**config.mk**
```make
export PLATFORM = sky130hd
export DESIGN_NAME = core
export DESIGN_NICKNAME = d
export VERILOG_FILES = /design/src/rtl/core_pkg.sv /design/src/rtl/core_regfile.sv /design/src/rtl/core.sv
export SDC_FILE = /design/constraint.sdc
export NUM_CORES = 1
export LEC_CHECK = 0
export CAP_MARGIN = 40
export CORE_MARGIN = 2
export CORE_UTILIZATION = 24
export CTS_CLUSTER_DIAMETER = 50
export CTS_CLUSTER_SIZE = 20
export DETAILED_ROUTE_END_ITERATION = 10
export HOLD_SLACK_MARGIN = 0.1
export MAX_ROUTING_LAYER = met4
export PLACE_DENSITY = 0.8
export SYNTH_ARGS = -nofsm -noshare
export SYNTH_HDL_FRONTEND = slang
export SYNTH_SLANG_ARGS = --single-unit
```
**constraint.sdc**
```tcl
create_clock -name clk -period 1.5 [get_ports clk]
set_input_delay 0.3 -clock clk [delete_from_list [all_inputs] [get_ports clk]]
set_output_delay 0.3 -clock clk [all_outputs]
set_load 0.01 [all_outputs]
```
**src/rtl/core_pkg.sv**
```systemverilog
// Shared constants and ALU operation encoding for the core.
package core_pkg;

   localparam int DATA_W      = 32;
   localparam int INST_W      = 32;
   localparam int INST_ADDR_W = 8;
   localparam int NREGS       = 32;

   localparam logic [6:0] OPCODE_ALUI = 7'b0010011;
   localparam logic [6:0] OPCODE_ALUR = 7'b0110011;

   localparam logic [2:0] func3_ADD_SUB = 3'b000;
   localparam logic [2:0] func3_SLL     = 3'b001;
   localparam logic [2:0] func3_SLT     = 3'b010;
   localparam logic [2:0] func3_SLTU    = 3'b011;
   localparam logic [2:0] func3_XOR     = 3'b100;
   localparam logic [2:0] func3_SRL_SRA = 3'b101;
   localparam logic [2:0] func3_OR      = 3'b110;
   localparam logic [2:0] func3_AND     = 3'b111;

   typedef enum logic [3:0] {
      ALU_ADD, ALU_SUB, ALU_SLL, ALU_SLT, ALU_SLTU,
      ALU_XOR, ALU_SRL, ALU_SRA, ALU_OR, ALU_AND
   } alu_op_e;

endpackage

```
**src/rtl/core_regfile.sv**
```systemverilog
// 32x32 register file: two combinational read ports, one synchronous write port.
// x0 always reads as zero and is never written.
module core_regfile
   import core_pkg::*;
(
   input  logic              clk,
   input  logic              we_i,
   input  logic [4:0]        waddr_i,
   input  logic [DATA_W-1:0] wdata_i,
   input  logic [4:0]        raddr1_i,
   input  logic [4:0]        raddr2_i,
   output logic [DATA_W-1:0] rdata1_o,
   output logic [DATA_W-1:0] rdata2_o
);

   logic [DATA_W-1:0] REGS [0:NREGS-1];

   always_ff @(posedge clk) begin
      if (we_i && (waddr_i != 5'd0)) begin
         REGS[waddr_i] <= wdata_i;
      end
   end

   assign rdata1_o = (raddr1_i == 5'd0) ? '0 : REGS[raddr1_i];
   assign rdata2_o = (raddr2_i == 5'd0) ? '0 : REGS[raddr2_i];

endmodule

```
**src/rtl/core.sv**
```systemverilog
// Single-cycle RV32I OP/OP-IMM core fetching from a combinational program memory.
// Define CORE_INSTRET_EN to add the retired-instruction counter port instret.
module core
   import core_pkg::*;
(
   input  logic                   clk,
   input  logic                   rst,
   input  logic                   en,
   input  logic [INST_W-1:0]      progmem_data,
`ifdef CORE_INSTRET_EN
   output logic [31:0]            instret,
`endif
   output logic [INST_ADDR_W-1:0] progmem_addr
);

   logic [INST_ADDR_W-1:0] pc_q, pc_d;
   logic [6:0]             opcode;
   logic [2:0]             func3;
   logic [4:0]             rd, rs1, rs2;
   logic [DATA_W-1:0]      imm, rs1_data, rs2_data, op_b, alu_res;
   logic [4:0]             shamt;
   logic                   dec_we, use_imm, rf_we;
   alu_op_e                alu_op;

   assign opcode = progmem_data[6:0];
   assign rd     = progmem_data[11:7];
   assign func3  = progmem_data[14:12];
   assign rs1    = progmem_data[19:15];
   assign rs2    = progmem_data[24:20];
   assign imm    = {{(DATA_W-12){progmem_data[31]}}, progmem_data[31:20]};

   always_comb begin
      dec_we  = 1'b0;
      use_imm = 1'b0;
      alu_op  = ALU_ADD;
      if (opcode == OPCODE_ALUI || opcode == OPCODE_ALUR) begin
         dec_we  = 1'b1;
         use_imm = (opcode == OPCODE_ALUI);
         case (func3)
            func3_ADD_SUB: alu_op = (!use_imm && progmem_data[30]) ? ALU_SUB : ALU_ADD;
            func3_SLL:     alu_op = ALU_SLL;
            func3_SLT:     alu_op = ALU_SLT;
            func3_SLTU:    alu_op = ALU_SLTU;
            func3_XOR:     alu_op = ALU_XOR;
            func3_SRL_SRA: alu_op = progmem_data[30] ? ALU_SRA : ALU_SRL;
            func3_OR:      alu_op = ALU_OR;
            default:       alu_op = ALU_AND;
         endcase
      end
   end

   // For OP-IMM the low immediate bits are exactly inst[24:20], the shamt field.
   assign op_b  = use_imm ? imm : rs2_data;
   assign shamt = op_b[4:0];

   always_comb begin
      alu_res = '0;
      case (alu_op)
         ALU_ADD:  alu_res = rs1_data + op_b;
         ALU_SUB:  alu_res = rs1_data - op_b;
         ALU_SLL:  alu_res = rs1_data << shamt;
         ALU_SLT:  alu_res = {{(DATA_W-1){1'b0}}, $signed(rs1_data) < $signed(op_b)};
         ALU_SLTU: alu_res = {{(DATA_W-1){1'b0}}, rs1_data < op_b};
         ALU_XOR:  alu_res = rs1_data ^ op_b;
         ALU_SRL:  alu_res = rs1_data >> shamt;
         ALU_SRA:  alu_res = $unsigned($signed(rs1_data) >>> shamt);
         ALU_OR:   alu_res = rs1_data | op_b;
         ALU_AND:  alu_res = rs1_data & op_b;
         default:  alu_res = '0;
      endcase
   end

   assign rf_we = en && !rst && dec_we;

   core_regfile regfile (
      .clk      (clk),
      .we_i     (rf_we),
      .waddr_i  (rd),
      .wdata_i  (alu_res),
      .raddr1_i (rs1),
      .raddr2_i (rs2),
      .rdata1_o (rs1_data),
      .rdata2_o (rs2_data)
   );

   assign pc_d = pc_q + 1'b1;

   always_ff @(posedge clk) begin
      if (rst) begin
         pc_q <= '0;
      end else if (en) begin
         pc_q <= pc_d;
      end
   end

   assign progmem_addr = pc_q;

`ifdef CORE_INSTRET_EN
   logic [31:0] instret_q;

   always_ff @(posedge clk) begin
      if (rst) begin
         instret_q <= '0;
      end else if (en) begin
         instret_q <= instret_q + 32'd1;
      end
   end

   assign instret = instret_q;
`endif

endmodule

```
# Word-level counts from Yosys, hierarchy flattened
# Cells that the tools add are included.
# totals
regBits,8
out_inout_bits,8
wordCells,2
input_bits,35
# op_classes
n_addsub,1
# op_table
cell,count
$add 8x1->8 const B,1

# Logic depth before layout (Yosys ltp)
# depth
depth_word,1
mapped_depth,4
ltp_nobuf,4

# Worst setup path before layout
# Ideal clock, no wire load.
# synth_timing
path_type,register to register
start,"register pc_q[0], in the netlist progmem_addr[0]"
end,"register pc_q[6], in the netlist progmem_addr[6]"
setup_ns,0.070
synth_period_minus_slack_ns,1.245
arrival_time_ns,1.175
setup_slack_ns,0.255
n_path_buf,0
stages_incl_launch_ff,5
cell_sequence,dfxtp_1 ha_1 nand3_1 or3_1 a21oi_1
# synth_between
elab_chain_cells,1
# synth_lines
item,line,text
start: declaration,core.sv:16,"logic [INST_ADDR_W-1:0] pc_q, pc_d;"
start signal: assignment,core.sv:92,pc_q <= pc_d;
$add 8x1->8,core.sv:86,assign pc_d = pc_q + 1'b1;
# Every way passes these cells.
# A chain may end at the register's enable or synchronous reset.

# Worst setup path after layout
# layout_timing
start,"register pc_q[0], in the netlist progmem_addr[0]"
end,output port progmem_addr[0]
# layout_lines
item,line,text
end: declaration,core.sv:13,output logic [INST_ADDR_W-1:0] progmem_addr
# No word-level cell between the ends.

==> impl_metrics.json <==
{
  "outcome": "completed",
  "worstPathArrival_ps": 1170,
  "io_pins": 43,
  "worstPathRequired_ps": 1200,
  "hp-class": "flop to flop",
  "rsz0062_at_grt": "no",
  "core_area_mm2": 0.00132,
  "r2r_cells": 4,
  "routed_wirelength_um": 814,
  "syn_area_um2": 339,
  "numPortBuffers": 10,
  "cts_tree": "built",
  "worstSkewPairLatency_ps": 260,
  "cpLargestDelayFamily": "buffers and inverters",
  "drt-initial-drc-count": 2,
  "clk_pin_slew_ps": 60,
  "min_from": "progmem_addr[7]",
  "ir_drop_mv": 0.339,
  "drive_above_1_share_pct": 17.6,
  "fin_crit_sh_pct": 98.1,
  "fin_skew_ps": 4.14,
  "grt_usage_pct": 12.0,
  "die_y_um": 41.6,
  "grt_pass1_wl_um": 1460,
  "vias": 329,
  "relSlewSlack_pct": 79.1,
  "ys_seq_area_share_pct": 47.2,
  "wl_per_cell_um": 12.3,
  "setup.worst_path.start_class": "flop",
  "power.total_w": 0.000439,
  "p_leak_nw": 0.241,
  "netlist_instances": 37,
  "clock.fmax_mhz": 680,
  "area_delta_synth_final_pct": 46.1,
  "most-common-layout-cells": "dfxtp_1, nor2_1, clkdlybuf4s50_1",
  "fin_crit_ps": 1470,
  "p_per_area_mw_per_mm2": 885,
  "synth_top_cells_by_area": "dfxtp_1, xor2_1, nor2_1",
  "slowest_delay_ps": 550,
  "grt_max_degree": 9,
  "die-width_um": 41.6,
  "hold_depth": 2,
  "clock-sinks": 8,
  "cts-htree-levels": 1,
  "yosysUniqueCellTypes": 15,
  "synth_largest_area_cell": "dfxtp_1",
  "hold_viol_final": 0,
  "start_util_pct": 25.7,
  "ant_nets": 0,
  "synth_area_per_cell_um2": 9.16,
  "postCtsHoldBufs": 0,
  "synth_nets": 73,
  "numCtsBuffers": 3,
  "n_antenna_cell": 0,
  "mostFrequentLayoutCell": "dfxtp_1",
  "cts_buffer_depth": 2,
  "maxCapViolCount": 0,
  "min_to": "progmem_addr[7]",
  "end_kind": "primary output",
  "path_max_fanout": 4,
  "drv_slew": 0,
  "placementRows": 13,
  "largest_register_ffs": 8,
  "cts-root-buf": "clkbuf_4",
  "synth_top_area_share_pct": 47.2,
  "die_area_mm2": 0.00173,
  "cp_num_buf_inv": 1,
  "whs_ps": 488,
  "reg2reg_to": "progmem_addr[6]",
  "hpwl_um": 571,
  "drtPass1Iterations": 4,
  "antenna_found_initial": 0,
  "cpMaxStageDelayCell": "clkdlybuf4s50_1",
  "nNetsFinal": 89,
  "grt_pass1_vias": 347,
  "r2r_start": "progmem_addr[1]",
  "grt-ovfl-total": 0,
  "gp_congestion": 0.755,
  "crit_type": "flop to primary output",
  "drc": 0,
  "reg2reg_slack_ps": 220,
  "setup-violations-final": 0,
  "tightest_slew_ps": 312,
  "vias_per_cell": 4.98,
  "crit_chain": "clkdlybuf4s50_1",
  "yosysWarnings": 0,
  "synth-seq-cells": 8
}
==> routing by layer <==
metal	vias up	wire length [um]	GRT usage, %
li1	158	-	-
met1	151	318	11.7
met2	15	414	18.8
met3	5	59	4.78
met4	0	21	9.68
met5	-	0	-
==> timing repair <==
action,4_1_cts,5_1_grt
pin swaps,0,0
setup endpoints to repair,5,2
buffers inserted,0,0
cloned,0,0
resized for setup,5,2
==> cell usage after synthesis, drive strengths merged <==
cell type	count
o21ai	3
a21oi	3
buf	2
nand4	3
ha	1
nand3	2
nand2	2
xnor2	1
dfxtp	8
mux2i	1
nor2	5
xor2	3
or3	3
==> worst max-delay path by stage <==
| stage | from | endpoint | depth (start not counted) |
|---|---|---|---|
| floorplan | progmem_addr[0] | progmem_addr[6] | 4 |
| global placement | en | progmem_addr[7] | 4 |
| detailed placement | en | progmem_addr[7] | 4 |
| CTS | progmem_addr[2] | progmem_addr[2] | 1 |
| global route | progmem_addr[0] | progmem_addr[0] | 1 |
| finish | progmem_addr[0] | progmem_addr[0] | 1 |
==> metrics by stage <==
step	area [um^2]	cells	TNS [ps]	util, %	worst slack (ps)
finish	495	66	0	37.6	28.7
global placement	469	63	-83.3	35.6	-60.6
CTS	490	66	0	37.2	16.7
detailed placement	469	63	-171	35.6	-92.1
global route	495	66	0	37.6	2.62
floorplan	339	37	0	-	255
==> power by group <==
part	switching (W)	internal [W]	leakage, nW
sequential	0.00000754	0.000219	0.0656
combinational	0.0000186	0.0000235	0.161
clock	0.0000778	0.0000918	0.0138
total	0.000104	0.000335	0.241
==> cells by family (layout without fill, tap and decap cells) <==
kind of cell | count (synthesis) | in the layout | synth area share [%]
xor+xnor | 4 | 4 | 10.3
mux | 1 | 1 | 2.95
simple gates | 15 | 15 | 23.6
fa+ha+maj | 1 | 1 | 3.69
compound gates | 6 | 6 | 8.85
buf+inv | 2 | 16 | 3.32
flops | 8 | 8 | 47.2
==> final cells by class <==
| type | count | area, um^2 |
|---|---|---|
| timing repair buffer | 13 | 124 |
| clock buffer | 3 | 22.5 |
| tap | 15 | 18.8 |
| fill | 139 | 822 |
| multi-input combinational | 27 | 168 |
| sequential | 8 | 163 |
==> worst min-delay path, cell delays in order (launching register included) <==
cell     delay, ps
dfxtp_1        310
o21ai_0         70
a21oi_1         60
Note: power is estimated with default switching activity, not from simulation.
